[src/rtl/control_pipe.sv]
// control_pipe: ID->EX->MEM->WB control word pipeline with
// load-use stall, branch/jump flush and EX forwarding selects.
module control_pipe #(
    parameter int REG_W   = 5,
    parameter int ALUOP_W = 2
) (
    input  logic               CLK,
    input  logic               RST_n,
    input  logic               RFWED,
    input  logic               RFDSelD,
    input  logic               ALUInSelD,
    input  logic               BranchD,
    input  logic               DMWED,
    input  logic               MtoRFSelD,
    input  logic               JumpD,
    input  logic [ALUOP_W-1:0] ALUOpD,
    input  logic [REG_W-1:0]   RsD,
    input  logic [REG_W-1:0]   RtD,
    input  logic [REG_W-1:0]   RdD,
    input  logic               ZeroE,
    output logic               StallF,
    output logic               StallD,
    output logic               FlushD,
    output logic               PCSrcE,
    output logic               RFDSelE,
    output logic               ALUInSelE,
    output logic [ALUOP_W-1:0] ALUOpE,
    output logic               DMWEM,
    output logic               MtoRFSelW,
    output logic               RFWEW,
    output logic [REG_W-1:0]   WriteRegE,
    output logic [REG_W-1:0]   WriteRegM,
    output logic [REG_W-1:0]   WriteRegW,
    output logic [1:0]         ForwardAE,
    output logic [1:0]         ForwardBE
);

    typedef struct packed {
        logic               rfwe;
        logic               rfdsel;
        logic               aluinsel;
        logic               branch;
        logic               dmwe;
        logic               mtorf;
        logic [ALUOP_W-1:0] aluop;
        logic [REG_W-1:0]   rs;
        logic [REG_W-1:0]   rt;
        logic [REG_W-1:0]   rd;
    } id_ex_t;

    typedef struct packed {
        logic             rfwe;
        logic             dmwe;
        logic             mtorf;
        logic [REG_W-1:0] wr;
    } ex_mem_t;

    typedef struct packed {
        logic             rfwe;
        logic             mtorf;
        logic [REG_W-1:0] wr;
    } mem_wb_t;

    id_ex_t  id_ex_q,  id_ex_d;
    ex_mem_t ex_mem_q, ex_mem_d;
    mem_wb_t mem_wb_q, mem_wb_d;

    logic lwstall;
    logic bubble;

    // MEM result is newer than WB, so it wins; $0 is hardwired and never forwards
    function automatic logic [1:0] fwd_sel(
        input logic             m_we,
        input logic [REG_W-1:0] m_wr,
        input logic             w_we,
        input logic [REG_W-1:0] w_wr,
        input logic [REG_W-1:0] src
    );
        logic [1:0] sel;
        sel = 2'b00;
        if (m_we && (m_wr != '0) && (m_wr == src)) begin
            sel = 2'b10;
        end else if (w_we && (w_wr != '0) && (w_wr == src)) begin
            sel = 2'b01;
        end
        return sel;
    endfunction

    always_comb begin
        lwstall = id_ex_q.mtorf & id_ex_q.rfwe &
                  ((id_ex_q.rt == RsD) | (id_ex_q.rt == RtD));
        PCSrcE  = id_ex_q.branch & ZeroE;
        bubble  = lwstall | PCSrcE;
        StallF  = lwstall & ~PCSrcE;
        StallD  = lwstall & ~PCSrcE;
        FlushD  = RST_n & (PCSrcE | JumpD);
    end

    always_comb begin
        id_ex_d = '0;
        if (!bubble) begin
            id_ex_d.rfwe     = RFWED;
            id_ex_d.rfdsel   = RFDSelD;
            id_ex_d.aluinsel = ALUInSelD;
            id_ex_d.branch   = BranchD;
            id_ex_d.dmwe     = DMWED;
            id_ex_d.mtorf    = MtoRFSelD;
            id_ex_d.aluop    = ALUOpD;
            id_ex_d.rs       = RsD;
            id_ex_d.rt       = RtD;
            id_ex_d.rd       = RdD;
        end
    end

    always_comb begin
        WriteRegE      = id_ex_q.rfdsel ? id_ex_q.rd : id_ex_q.rt;
        ex_mem_d.rfwe  = id_ex_q.rfwe;
        ex_mem_d.dmwe  = id_ex_q.dmwe;
        ex_mem_d.mtorf = id_ex_q.mtorf;
        ex_mem_d.wr    = WriteRegE;
        mem_wb_d.rfwe  = ex_mem_q.rfwe;
        mem_wb_d.mtorf = ex_mem_q.mtorf;
        mem_wb_d.wr    = ex_mem_q.wr;
    end

    always_ff @(posedge CLK or negedge RST_n) begin
        if (!RST_n) begin
            id_ex_q  <= '0;
            ex_mem_q <= '0;
            mem_wb_q <= '0;
        end else begin
            id_ex_q  <= id_ex_d;
            ex_mem_q <= ex_mem_d;
            mem_wb_q <= mem_wb_d;
        end
    end

    always_comb begin
        RFDSelE   = id_ex_q.rfdsel;
        ALUInSelE = id_ex_q.aluinsel;
        ALUOpE    = id_ex_q.aluop;
        DMWEM     = ex_mem_q.dmwe;
        WriteRegM = ex_mem_q.wr;
        MtoRFSelW = mem_wb_q.mtorf;
        RFWEW     = mem_wb_q.rfwe;
        WriteRegW = mem_wb_q.wr;
        ForwardAE = fwd_sel(ex_mem_q.rfwe, ex_mem_q.wr,
                            mem_wb_q.rfwe, mem_wb_q.wr, id_ex_q.rs);
        ForwardBE = fwd_sel(ex_mem_q.rfwe, ex_mem_q.wr,
                            mem_wb_q.rfwe, mem_wb_q.wr, id_ex_q.rt);
    end

endmodule
[config.mk]
export PLATFORM = sky130hd
export DESIGN_NAME = control_pipe
export DESIGN_NICKNAME = d
export VERILOG_FILES = /design/src/rtl/control_pipe.sv
export SDC_FILE = /design/constraint.sdc
export NUM_CORES = 1
export LEC_CHECK = 0
export CAP_MARGIN = 40
export CORE_MARGIN = 2
export CORE_UTILIZATION = 40
export CTS_BUF_LIST = sky130_fd_sc_hd__clkbuf_8
export CTS_CLUSTER_DIAMETER = 200
export DETAILED_ROUTE_END_ITERATION = 7
export PLACE_DENSITY = 0.71
export SYNTH_ARGS = -nofsm -noshare
export SYNTH_HDL_FRONTEND = slang
export SYNTH_SLANG_ARGS = --single-unit
[constraint.sdc]
create_clock -name CLK -period 4 [get_ports CLK]
set_input_delay 1 -clock CLK [delete_from_list [all_inputs] [get_ports CLK]]
set_output_delay 1 -clock CLK [all_outputs]
set_load 0.005 [all_outputs]
**Word-level counts from Yosys, hierarchy flattened**

Cells that the tools add are included.

- Flip-flop bits (word level): 38
- Bits of input ports: 27
- Logic and storage cells: 46

- Equality and inequality tests: 6
- Muxes and demuxes: 6
- Bitwise operators: 9
- Reductions and logical operators: 8

Operators by type and width:

| operator | count |
|---|---|
| $eq A5 B5 Y1 | 6 |
| $mux W23 | 1 |
| $reduce_bool A5 Y1 | 2 |
| $logic_and A1 B1 Y1 | 6 |
| $and A1 B1 Y1 | 5 |
| $mux W5 | 1 |
| $mux W2 | 2 |
| $or A1 B1 Y1 | 3 |
| $mux W1 | 2 |
| $not A1 Y1 | 1 |

**Longest topological paths before layout**

Gate-level depths: netlist of the first run.

- Depth after elaboration: 5
- Gate-level depth with buffers: 7
- Mapped depth without buffers: 4

**Worst setup path after synthesis of the first run**

OpenSTA, ideal clock, no wires.

- Path type: input port to output port
- Start: in RsD[4]
- End: out StallF
- Arrival: 1982 ps
- Data required time: 3000 ps
- Slack: 1018 ps
- Stages on the path: 6
- Buffers on the path: 2
- Path through: xor2_1 > nor4_2 > a22oi_2 > buf_6 > nor2_1 > buf_4

- Cells in the longest elaborated chain, start to end: 4

RTL lines:

| item | RTL line | text |
|---|---|---|
| from (decl) | 17 | `input logic [REG_W-1:0] RsD,` |
| $eq A5 B5 Y1 | 91 | `((id_ex_q.rt == RsD) \| (id_ex_q.rt == RtD));` |
| $or A1 B1 Y1 | 91 |  |
| $and A1 B1 Y1 | 90 | `lwstall = id_ex_q.mtorf & id_ex_q.rfwe &` |
| $and A1 B1 Y1 | -- |  |
| to (decl) | 21 | `output logic StallF,` |

No other way between the ends.

**Worst setup path after layout of the first run**

- Start: in RtD[4]
- End: out StallF

- Cells in the longest elaborated chain, start to end: 4

RTL lines:

| item | RTL line | text |
|---|---|---|
| from (decl) | 18 | `input logic [REG_W-1:0] RtD,` |
| $eq A5 B5 Y1 | 91 |  |
| $or A1 B1 Y1 | 91 |  |
| $and A1 B1 Y1 | 90 |  |
| $and A1 B1 Y1 | 94 | `StallF = lwstall & ~PCSrcE;` |

No other way between the ends.

==> results of run 1 <==
-- routing by layer --
metal  up-vias  track usage  share of wire
met4         0       0.0513         0.0061
met2        32        0.255           0.51
li1        541            -              -
met5         -            0              0
met3         2       0.0404          0.043
met1       574        0.203           0.44
-- cell type report --
type	instances	area [um^2]
Tap cell	52	65.1
Clock inverter	2	8.76
Timing Repair Buffer	59	578
Inverter	1	3.75
Multi-Input combinational cell	79	642
Sequential cell	38	951
Fill cell	346	1960
Clock buffer	6	82.6
-- synthesized netlist by cell type (all sizes together) --
| cell type | instances | area [um^2] |
|---|---|---|
| buf | 20 | 145 |
| inv | 1 | 3.75 |
| o21ai | 2 | 21.3 |
| and3 | 23 | 144 |
| nand3 | 2 | 10.0 |
| xor2 | 24 | 210 |
| clkbuf | 2 | 7.51 |
| nor2 | 3 | 11.3 |
| o21a | 1 | 7.51 |
| mux2 | 5 | 56.3 |
| a22oi | 1 | 12.5 |
| nor4 | 6 | 75.1 |
| nand2 | 2 | 7.51 |
| xnor2 | 6 | 52.6 |
| dfrtp | 38 | 951 |
| or4 | 4 | 33.8 |
-- cells by family after synthesis --
group                     after synthesis  synth area share
AOI/OAI and AO/OA                       4            0.0236
DFF                                    38             0.544
and+or+nand+nor                        40             0.161
xor gates and xnor gates               30             0.150
muxes                                   5            0.0322
buffers and inverters                  23            0.0894
-- power by group through the flow --
| stage | clock network (W) | registers, W | logic (W) |
|---|---|---|---|
| after detailed placement | 0 | 0.000462 | 0.000171 |
| after global placement | 0 | 0.000460 | 0.000166 |
| final | 0.000256 | 0.000454 | 0.000169 |
| after floorplan | 0 | 0.000447 | 0.000100 |
| after global routing | 0.000281 | 0.000459 | 0.000184 |
| after CTS | 0.000264 | 0.000455 | 0.000172 |
-- final timing paths --
kind                       cells past startpoint        start          to  slack (ns)
max in group asynchronous                      2        RST_n  id_ex_q[2]        2.88
min reg2reg                                    0  ex_mem_d[6]       DMWEM        0.36
min                                            0  ex_mem_d[6]       DMWEM        0.36
max reg2reg                                    5   id_ex_q[9]  id_ex_q[9]        2.29
max                                            6       RtD[4]      StallF        0.27
min in group asynchronous                      2        RST_n       DMWEM        0.80
-- registers in the layout, indices dropped and copies added (netlist names) --
register   cells
id_ex_q       16
WriteRegM      5
WriteRegW      5
ex_mem_d       3
ALUOpE         2
ex_mem_q       2
ALUInSelE      1
DMWEM          1
MtoRFSelW      1
RFDSelE        1
RFWEW          1
-- through the flow --
step | area, um^2 | hold WS, ns | power (W) | utilization
2_1_floorplan | 1750 | 0.331 | 0.000548 | -
3_3_place_gp | 2240 | 0.332 | 0.000626 | 0.522
3_5_place_dp | 2240 | 0.347 | 0.000633 | 0.522
4_1_cts | 2330 | 0.363 | 0.000890 | 0.543
5_1_grt | 2330 | 0.369 | 0.000924 | 0.543
6_report | 2330 | 0.357 | 0.000879 | 0.543
==> metrics.yaml, run 1 <==
drtIter0Drc: 32
timing_worst_setup_path_type: "in2out"
die_h_um: 70.1
crit_fanout: 2
startpoint_type: "primary input"
ctsHoldBuffers: 0
crit_top_cell: "clkdlybuf4s50_1"
dpl.hpwl_um: 2730
synth_cell_types: 20
fin_crit_ns: 3.73
drt_pass1_iterations: 4
final_nets: 211
grt_pass1_wl_um: 6000
floorplan.initialDensity: 0.407
max_freq_mhz: 268
p_sw_frac: 0.249
antenna_cells: 0
avgSynthCellArea_um2: 12.5
clock_skew_ns: 0.00571
synth.net_count: 167
core_um2: 4290
endpoint_kind: "output pin"
p_sw_w: 0.000219
cp_top_family: "buffers and inverters"
hold_viol: 0
maxCapViolations: 0
power.leakage_nw: 1.03
ant_nets: 0
clkSlewWorstSetupHoldPaths_ns: 0.07
cts.path.max_buffers: 2
power.internal_w: 0.000660
drive_gt1_frac: 0.135
power_density_nw_per_um2: 377
cts_resized: 0
viasPerCell: 4.85
grt_max_degree: 39
cts_setup_buffers: 0
grt_util_all_layers: 0.156
fin_ws_ns: 0.274
worst-endpoint-arrival_ns: 2.73
outcome: "complete, no violations"
drc: 0
slew_violations: 0
pre_cts_slack_ns: 0.255
cts_tree: "built"
place_congestion: 0.790
syn_area_um2: 1750
cts_sinks: 38
io_buffers: 56
final_cell_mix: "clkdlybuf4s50_1, dfrtp_1, xor2_1, and3_1"
grt_overflow: 0
finalNonFillerCells: 237
final_common_cell: "clkdlybuf4s50_1"
tns_ns: 0
min_path_type: "reg2reg"
antenna_found_initial: 0
dp.cells: 229
vias: 1149
cts_made_buffers: 5
syn2layout_area_growth_pct: 33.3
rows: 24
peakVddDrop_mv: 0.200
rsz0062_at_grt: "false"
path_cells: "clkdlybuf4s50_1, xor2_1, nor4_2, a22oi_2, nor2_1, clkdlybuf4s50_1"
ys.warnings.count: 0
final-setup-viol-count: 0
clk_latency_ns: 0.28
dieArea_um2: 4920
slew_headroom: 0.697
netlist_instances: 140
cpMaxStageDelayCell: "clkdlybuf4s50_1"
routed_wl_um: 3430
critPathBufInv: 2
seq_area_frac_synth: 0.544
p_comb_frac: 0.192
wire_per_inst_um: 14.5
cpPeakStageDelay_ns: 0.53
grt_pass1_vias: 1213
post-route-period-util: 0.932
crit_required_ns: 3.00
pwr-share-clk: 0.292
die_x_um: 70.1
seq_power_share: 0.517
worst_pin_slew_ns: 0.454
cts_root_buf: "clkbuf_8"
ys_ff_latch: 38
h-tree-depth: 2
pin_count: 57
Note: power is estimated with default switching activity, not from simulation.
==> inputs of run 2 (changes only) <==
--- a/config.mk
+++ b/config.mk
@@ -7,11 +7,11 @@
 export LEC_CHECK = 0
 export CAP_MARGIN = 40
 export CORE_MARGIN = 2
-export CORE_UTILIZATION = 40
+export CORE_UTILIZATION = 30
 export CTS_BUF_LIST = sky130_fd_sc_hd__clkbuf_8
 export CTS_CLUSTER_DIAMETER = 200
 export DETAILED_ROUTE_END_ITERATION = 7
-export PLACE_DENSITY = 0.71
+export HOLD_SLACK_MARGIN = 0.12
 export SYNTH_ARGS = -nofsm -noshare
 export SYNTH_HDL_FRONTEND = slang
 export SYNTH_SLANG_ARGS = --single-unit
==> run 2 against run 1 <==
Compared with the run above:
- core utilization shrank 11 points
- global-route usage is 3.0 points lower
- count of clock-buffer cells in the layout stayed put
- highest routed layer unchanged
==> metrics.yaml, run 2 (synthesized netlist as in run 1, its figures left out) <==
maxCapViolations: 0  # unchanged
crit_fanout: 2  # unchanged
p_comb_frac: 0.165  # -0.027
dpl.hpwl_um: 2880  # +5.5%
crit_required_ns: 3.00  # about the same
rr_worst_depth: 5  # unchanged
max_freq_mhz: 272  # +1.5%
routed_wl_um: 3690  # +7.6%
regMostFlops: "id_ex_q"
whs_path_depth: 0  # unchanged
viasPerCell: 4.44  # -8.4%
die_x_um: 80.4  # +15%
stdcell_area_um2: 2410  # +3.3%
power_density_nw_per_um2: 423  # +12%
min_path_type: "reg2reg"
final-setup-viol-count: 0  # unchanged
reg2reg_slack_ns: 2.38  # +0.09 ns
cts_setup_buffers: 0  # unchanged
cts_root_buf: "clkbuf_8"
pwr-share-clk: 0.389  # +0.097
cts.path.max_buffers: 2  # unchanged
placedInstanceArea_um2: 2260  # +1.1%
seq_power_share: 0.447  # -0.070
grt_max_degree: 39  # unchanged
dieArea_um2: 6460  # +31%
rsz0062_at_grt: "false"
clk_latency_ns: 0.29  # about the same
endpoint_kind: "output pin"
pin_count: 57  # unchanged
peakVddDrop_mv: 0.194  # -3.0%
place_congestion: 0.726  # -8.1%
die_h_um: 80.4  # +15%
antenna_cells: 0  # unchanged
tns_ns: 0  # unchanged
slew_violations: 0  # unchanged
rr_endpoint: "id_ex_q[14]"
io_buffers: 56  # unchanged
min-delay-start: "ex_mem_d[6]"
timing_worst_setup_path_type: "in2out"
drc: 0  # unchanged
cts_tree: "built"
ant_nets: 0  # unchanged
grt_overflow: 0  # unchanged
ctsHoldBuffers: 0  # unchanged
p_sw_w: 0.000229  # +4.4%
core_um2: 5570  # +30%
clkSlewWorstSetupHoldPaths_ns: 0.07  # about the same
r2r_start: "id_ex_q[9]"
worst-endpoint-arrival_ns: 2.67  # -0.06 ns
clock_skew_ns: 0.00374  # -0.00197 ns
cts_made_buffers: 5  # unchanged
h-tree-depth: 2  # unchanged
slew_headroom: 0.686  # -0.0117
cts_sinks: 38  # unchanged
grt_pass1_vias: 1255  # +3.5%
rows: 27  # +13%
cts_resized: 0  # unchanged
antenna_found_initial: 0  # unchanged
largest_reg_flops: 16  # unchanged
drive_gt1_frac: 0.141  # +0.00541
syn2layout_area_growth_pct: 37.6
vias: 1141  # -0.70%
final_common_cell: "clkdlybuf4s50_1"
power.internal_w: 0.000790  # +20%
wire_per_inst_um: 14.3  # -0.79%
floorplan.initialDensity: 0.314  # -0.0935
power.total_w: 0.00102  # +16%
power.leakage_nw: 1.05  # +1.8%
drtIter0Drc: 32  # unchanged
post-route-period-util: 0.918  # -0.0139
hold_viol: 0  # unchanged
final_nets: 211  # unchanged
startpoint_type: "primary input"
grt_util_all_layers: 0.127  # -0.0296
outcome: "complete, no violations"
fin_crit_ns: 3.67  # -0.0555 ns
drt_pass1_iterations: 4  # unchanged
worst_pin_slew_ns: 0.472  # +0.0175 ns
grt_pass1_wl_um: 6090  # +1.4%
p_sw_frac: 0.225  # -0.0245
final_cell_mix: "clkdlybuf4s50_1, dfrtp_1, xor2_1, and3_1"
worstHoldEndpoint: "DMWEM"
[run 2: changes by cell type in the layout (fill, tap and decap cells not counted)]
cell       delta
bufinv_16     +2
clkinv_2      -1
inv_1         -1
[run 2: metal layers]
metal  share of wire  track usage  routed length, um  vias to the layer above
met4           0.011       0.0610                 40                        0
met1            0.43        0.149               1600                      549
met3           0.079       0.0393                292                        4
met2            0.48        0.208               1760                       47
li1                -            -                  -                      541
met5               0            0                  0                        -
[run 2: worst max-delay path, stage by stage]
cell	delay, ns
clkdlybuf4s50_1	0.44
xor2_1	0.16
nor4_2	0.28
a22oi_2	0.12
nor2_1	0.15
clkdlybuf4s50_1	0.52
[run 2: through the flow]
step	hold slack (ns)	utilization	instances	worst slack [ns]
3_5_place_dp	0.337	0.406	249	0.323
5_1_grt	0.356	0.432	257	0.227
2_1_floorplan	0.331	-	140	1.02
6_report	0.351	0.432	257	0.329
4_1_cts	0.354	0.432	257	0.311
3_3_place_gp	0.333	0.406	249	0.340
[run 2: power by group through the flow]
| stage | combinational [W] | clock, W | sequential, W |
|---|---|---|---|
| 2_1_floorplan | 0.000100 | 0 | 0.000447 |
| 3_3_place_gp | 0.000169 | 0 | 0.000461 |
| 3_5_place_dp | 0.000171 | 0 | 0.000463 |
| 4_1_cts | 0.000172 | 0.000409 | 0.000456 |
| 5_1_grt | 0.000185 | 0.000424 | 0.000460 |
| 6_report | 0.000168 | 0.000396 | 0.000455 |
[run 2: area by class of cell]
class,count,area [um^2]
clock buffers,6,82.6
clock inverters,2,60.1
fillers,541,3170
inverters,1,3.75
multi-input cells,79,642
flip-flops and latches,38,951
well taps,72,90.1
repair buffers,59,578
[run 2: worst max path at each step]
stage / startpoint / to / slack, ns / cells after the start
after floorplan: RsD[4] / StallF / 1.02 / 6
after global placement: RsD[4] / StallF / 0.34 / 6
after detailed placement: RsD[1] / StallD / 0.32 / 6
after CTS: RsD[1] / StallD / 0.31 / 6
after global routing: RsD[1] / StallD / 0.23 / 6
final: RsD[1] / StallD / 0.33 / 6
==> inputs of run 3 (changes only) <==
--- a/config.mk
+++ b/config.mk
@@ -12,6 +12,7 @@
 export CTS_CLUSTER_DIAMETER = 200
 export DETAILED_ROUTE_END_ITERATION = 7
 export HOLD_SLACK_MARGIN = 0.12
+export MAX_ROUTING_LAYER = met4
 export SYNTH_ARGS = -nofsm -noshare
 export SYNTH_HDL_FRONTEND = slang
 export SYNTH_SLANG_ARGS = --single-unit
==> run 3 against run 2 <==
Compared with the run above:
- critical path depth unchanged
- count of clock-buffer cells in the layout did not move
- sequential power about the same
- via count is 0.70% higher
- global-route usage grew 0.37 points
- register-to-register slack about the same
- critical endpoint unchanged
- largest power group unchanged
==> metrics.yaml, run 3 (synthesized netlist as in run 1, its figures left out) <==
drc: 0  # unchanged
drt_pass1_iterations: 4  # unchanged
clock_skew_ns: 0.00447  # +0.000738 ns
regMostFlops: "id_ex_q"
rr_endpoint: "id_ex_q[14]"
tns_ns: 0  # unchanged
die_h_um: 80.4  # unchanged
regArea_um2: 951  # unchanged
post-route-period-util: 0.918  # about the same
antenna_found_initial: 0  # unchanged
viasPerCell: 4.47  # +0.70%
ant_nets: 0  # unchanged
pin_count: 57  # unchanged
floorplan.initialDensity: 0.314  # unchanged
cts.path.max_buffers: 2  # unchanged
worst_pin_slew_ns: 0.473  # +0.00137 ns
cts_made_buffers: 5  # unchanged
worst-endpoint-arrival_ns: 2.67  # about the same
max_freq_mhz: 272  # about the same
multi_input_area_um2: 642  # unchanged
grt_max_degree: 39  # unchanged
clkSlewWorstSetupHoldPaths_ns: 0.07  # about the same
place_congestion: 0.735  # +1.2%
final_nets: 211  # unchanged
endpoint_kind: "output pin"
power.leakage_nw: 1.05  # unchanged
hold_viol: 0  # unchanged
final_cell_mix: "clkdlybuf4s50_1, dfrtp_1, xor2_1, and3_1"
drive_gt1_frac: 0.141  # unchanged
crit_required_ns: 3.00  # about the same
cp-endpoint: "StallD"
die_x_um: 80.4  # unchanged
vias: 1149  # +0.70%
power.total_w: 0.00102  # about the same
largest_reg_flops: 16  # unchanged
drtIter0Drc: 38  # +19%
maxCapViolations: 0  # unchanged
power_density_nw_per_um2: 423  # about the same
nFillCells: 541  # unchanged
final_common_cell: "clkdlybuf4s50_1"
grt_pass1_vias: 1253  # -0.16%
routed_wl_um: 3720  # +0.81%
min_path_type: "reg2reg"
io_buffers: 56  # unchanged
slew_headroom: 0.685  # -0.000912
crit_start: "RsD[1]"
cts_tree: "built"
antenna_cells: 0  # unchanged
peakVddDrop_mv: 0.195  # +0.21%
clk_latency_ns: 0.29  # about the same
startpoint_type: "primary input"
core_um2: 5570  # unchanged
rows: 27  # unchanged
outcome: "complete, no violations"
crit_fanout: 2  # unchanged
grt_pass1_wl_um: 6070  # -0.33%
fin_ws_ns: 0.329  # -0.000417 ns
slew_violations: 0  # unchanged
rsz0062_at_grt: "false"
cts_setup_buffers: 0  # unchanged
wire_per_inst_um: 14.5  # +0.81%
reg2reg_slack_ns: 2.37  # about the same
h-tree-depth: 2  # unchanged
dp.cells: 249  # unchanged
stdcell_area_um2: 2410  # unchanged
final-setup-viol-count: 0  # unchanged
cts_sinks: 38  # unchanged
fin_crit_ns: 3.67  # +0.000417 ns
ctsHoldBuffers: 0  # unchanged
rr_worst_depth: 5  # unchanged
grt_overflow: 0  # unchanged
grt_util_all_layers: 0.130  # +0.00365
r2r_start: "id_ex_q[9]"
pre_cts_slack_ns: 0.323  # unchanged
finalNonFillerCells: 257  # unchanged
cts_resized: 0  # unchanged
timing_worst_setup_path_type: "in2out"
dieArea_um2: 6460  # unchanged
syn2layout_area_growth_pct: 37.6  # unchanged
cts_root_buf: "clkbuf_8"
placedInstanceArea_um2: 2260  # unchanged
dpl.hpwl_um: 2880  # unchanged
[run 3: cell counts in the layout (fill, tap and decap cells not counted)]
Identical to the previous run, type by type.
[run 3: per-stage QoR]
| stage | hold WS, ns | util |
|---|---|---|
| after floorplan | 0.331 | - |
| after global placement | 0.333 | 0.406 |
| after detailed placement | 0.337 | 0.406 |
| after CTS | 0.354 | 0.432 |
| after global routing | 0.356 | 0.432 |
| final | 0.351 | 0.432 |
[run 3: worst min path at each step]
stage                startpoint         to  cells past startpoint
floorplan           ex_mem_d[6]      DMWEM                      0
detailed placement  ex_mem_d[6]      DMWEM                      0
global placement    ex_mem_d[6]      DMWEM                      0
global route        ex_mem_q[5]  MtoRFSelW                      0
CTS                 ex_mem_d[6]      DMWEM                      0
finish              ex_mem_d[6]      DMWEM                      0
[run 3: layout make-up]
cell class,instances,share of cell area
clock buffers,6,0.0343
repair buffers,59,0.240
inverters,1,0.00156
well taps,72,0.0374
multi-input cells,79,0.267
clock inverters,2,0.0249
flip-flops and latches,38,0.395
[run 3: metal layers]
layer  GRT usage  vias up  part of all wire
met4      0.0610        0             0.010
met5           -        -                 0
met2       0.203       49              0.47
li1            -      540                 -
met3      0.0281        4             0.062
met1       0.161      556              0.46
[run 3: where the power goes]
part | total (W) | internal, W | switching [W]
sequential | 0.000455 | 0.000416 | 0.0000385
clock | 0.000397 | 0.000266 | 0.000131
combinational | 0.000168 | 0.000107 | 0.0000603
[run 3: worst max-delay path: stages]
cell	delay (ns)
clkdlybuf4s50_1	0.44
xor2_1	0.16
nor4_2	0.28
a22oi_2	0.12
nor2_1	0.15
clkdlybuf4s50_1	0.52
==> patch (settings of run 1) <==
Set the parameter `REG_W` to 10 (it was 5).
--- a/src/rtl/control_pipe.sv
+++ b/src/rtl/control_pipe.sv
@@ -1,7 +1,7 @@
 // control_pipe: ID->EX->MEM->WB control word pipeline with
 // load-use stall, branch/jump flush and EX forwarding selects.
 module control_pipe #(
-    parameter int REG_W   = 5,
+    parameter int REG_W   = 10,
     parameter int ALUOP_W = 2
 ) (
     input  logic               CLK,
Ports: changed (6 resized); port bits go from 57 to 87. No check against the original RTL was run, so the function may have changed too.
==> patch against run 1 <==
Highest routed layer unchanged; sequential cell count rose by 25; wire length increased by 110%; sequential power rose by 66%; clock skew down 0.00094 ns; die area increased by 70%; setup slack worse by 0.0089 ns; first-iteration DRC count grew to 4.3 times the old value; register-to-register slack got worse by 0.04 ns; total power increased by 78%; critical path type unchanged; area after synthesis grew 75%; design area is 72% higher; worst hold slack better by 0.00056 ns; largest cell class unchanged.
==> patch: results (changes against run 1) <==
| Metric | Value |
|---|---|
| Status | finished, final reports clean |
| Largest net degree at the start of global routing | 64 (+64%) |
| Share of post-route cells with drive strength above 1 | 9.296% (-4.2 points) |
| Fin Hold WS | 0.3571 ns (+0.0005630 ns) |
| Fraction of area in multi-input gates | 30.22% (+2.7 points) |
| CTS H-tree lvls | 3 (+1) |
| Place WS | 0.2615 ns (+0.006041 ns) |
| Via count | 2,252 (+96%) |
| Post-Place Cells | 438 (+91%) |
| Drt total wl | 7.152 mm (+110%) |
| Placed Area | 0.003810 sq mm (+70%) |
| Multi-input comb cells | 183 (+130%) |
| Inverters | 2 (+1) |
| FFs & Latches | 63 (+66%) |
| Multi-input logic area | 0.001209 sq mm (+88%) |
| Worst Setup SP | RsD[0] |
| Total CTS buffers | 9 (+4) |
| Arrival @ worst endpoint | 2.74 ns (about the same) |
| CP endpoint | StallD |
| Non-clock buffers | 91 (+54%) |
| Hold_sp | ex_mem_d[11] |
| Synth top area cells | dfrtp_1 (52%), xnor2_1 (11%), nor3_1 (6.4%) |
| First-pass GRT wire length | 11.61 mm (+93%) |
| Clk_lat worst skew | 0.33 ns (+0.05 ns) |
| HPWL after detailed placement | 5.240 mm (+92%) |
| Max FFs per register | 31 (+15) |
| Worst VDD drop | 0.2659 mV (+33%) |
| Syn Inst Count | 294 (+110%) |
| FF+latch area | 0.001577 sq mm (+66%) |
| Slew margin rel. | 49.23% (-20 points) |
| FF-to-FF Start | id_ex_q[15] |
| Non-clock buffering overhead | 22.33% (-2.5 points) |
| Tot GR Track Use | 17.90% (+2.3 points) |
| Clk_buf instances | 10 (+4) |
| Fill cells | 622 (+80%) |
patch: cell types whose count changed after synthesis, moves of 10 or more:
cell | run 1 | this run
nor3_1 | 0 | 39
dfrtp_1 | 38 | 63
xnor2_1 | 6 | 40
nand2_1 | 2 | 41
and3_1 | 23 | 0
buf_4 | 13 | 24
nand4_1 | 0 | 10
patch: layer usage:
layer | vias to the layer above | track usage, % | wire, microns
met4 | 0 | 7.449 | 176
met3 | 15 | 4.315 | 330
li1 | 1068 | - | -
met2 | 72 | 29.17 | 3453
met5 | - | 0 | 0
met1 | 1097 | 22.76 | 3192
patch: logic make-up (layout without fill, tap and decap cells):
group / count (synthesis) / count (layout) / share of synthesized area, %
compound gates: 4 / 4 / 1.227
xor+xnor: 60 / 60 / 17.17
buf+inv: 48 / 109 / 9.362
flops: 63 / 63 / 51.51
mux: 10 / 10 / 3.680
simple gates: 109 / 109 / 17.05
patch: power by group:
part,internal (W),switching (W)
logic,0.000174,0.000107
clock network,0.000297,0.000235
registers,0.000687,0.0000661
total,0.00116,0.000407
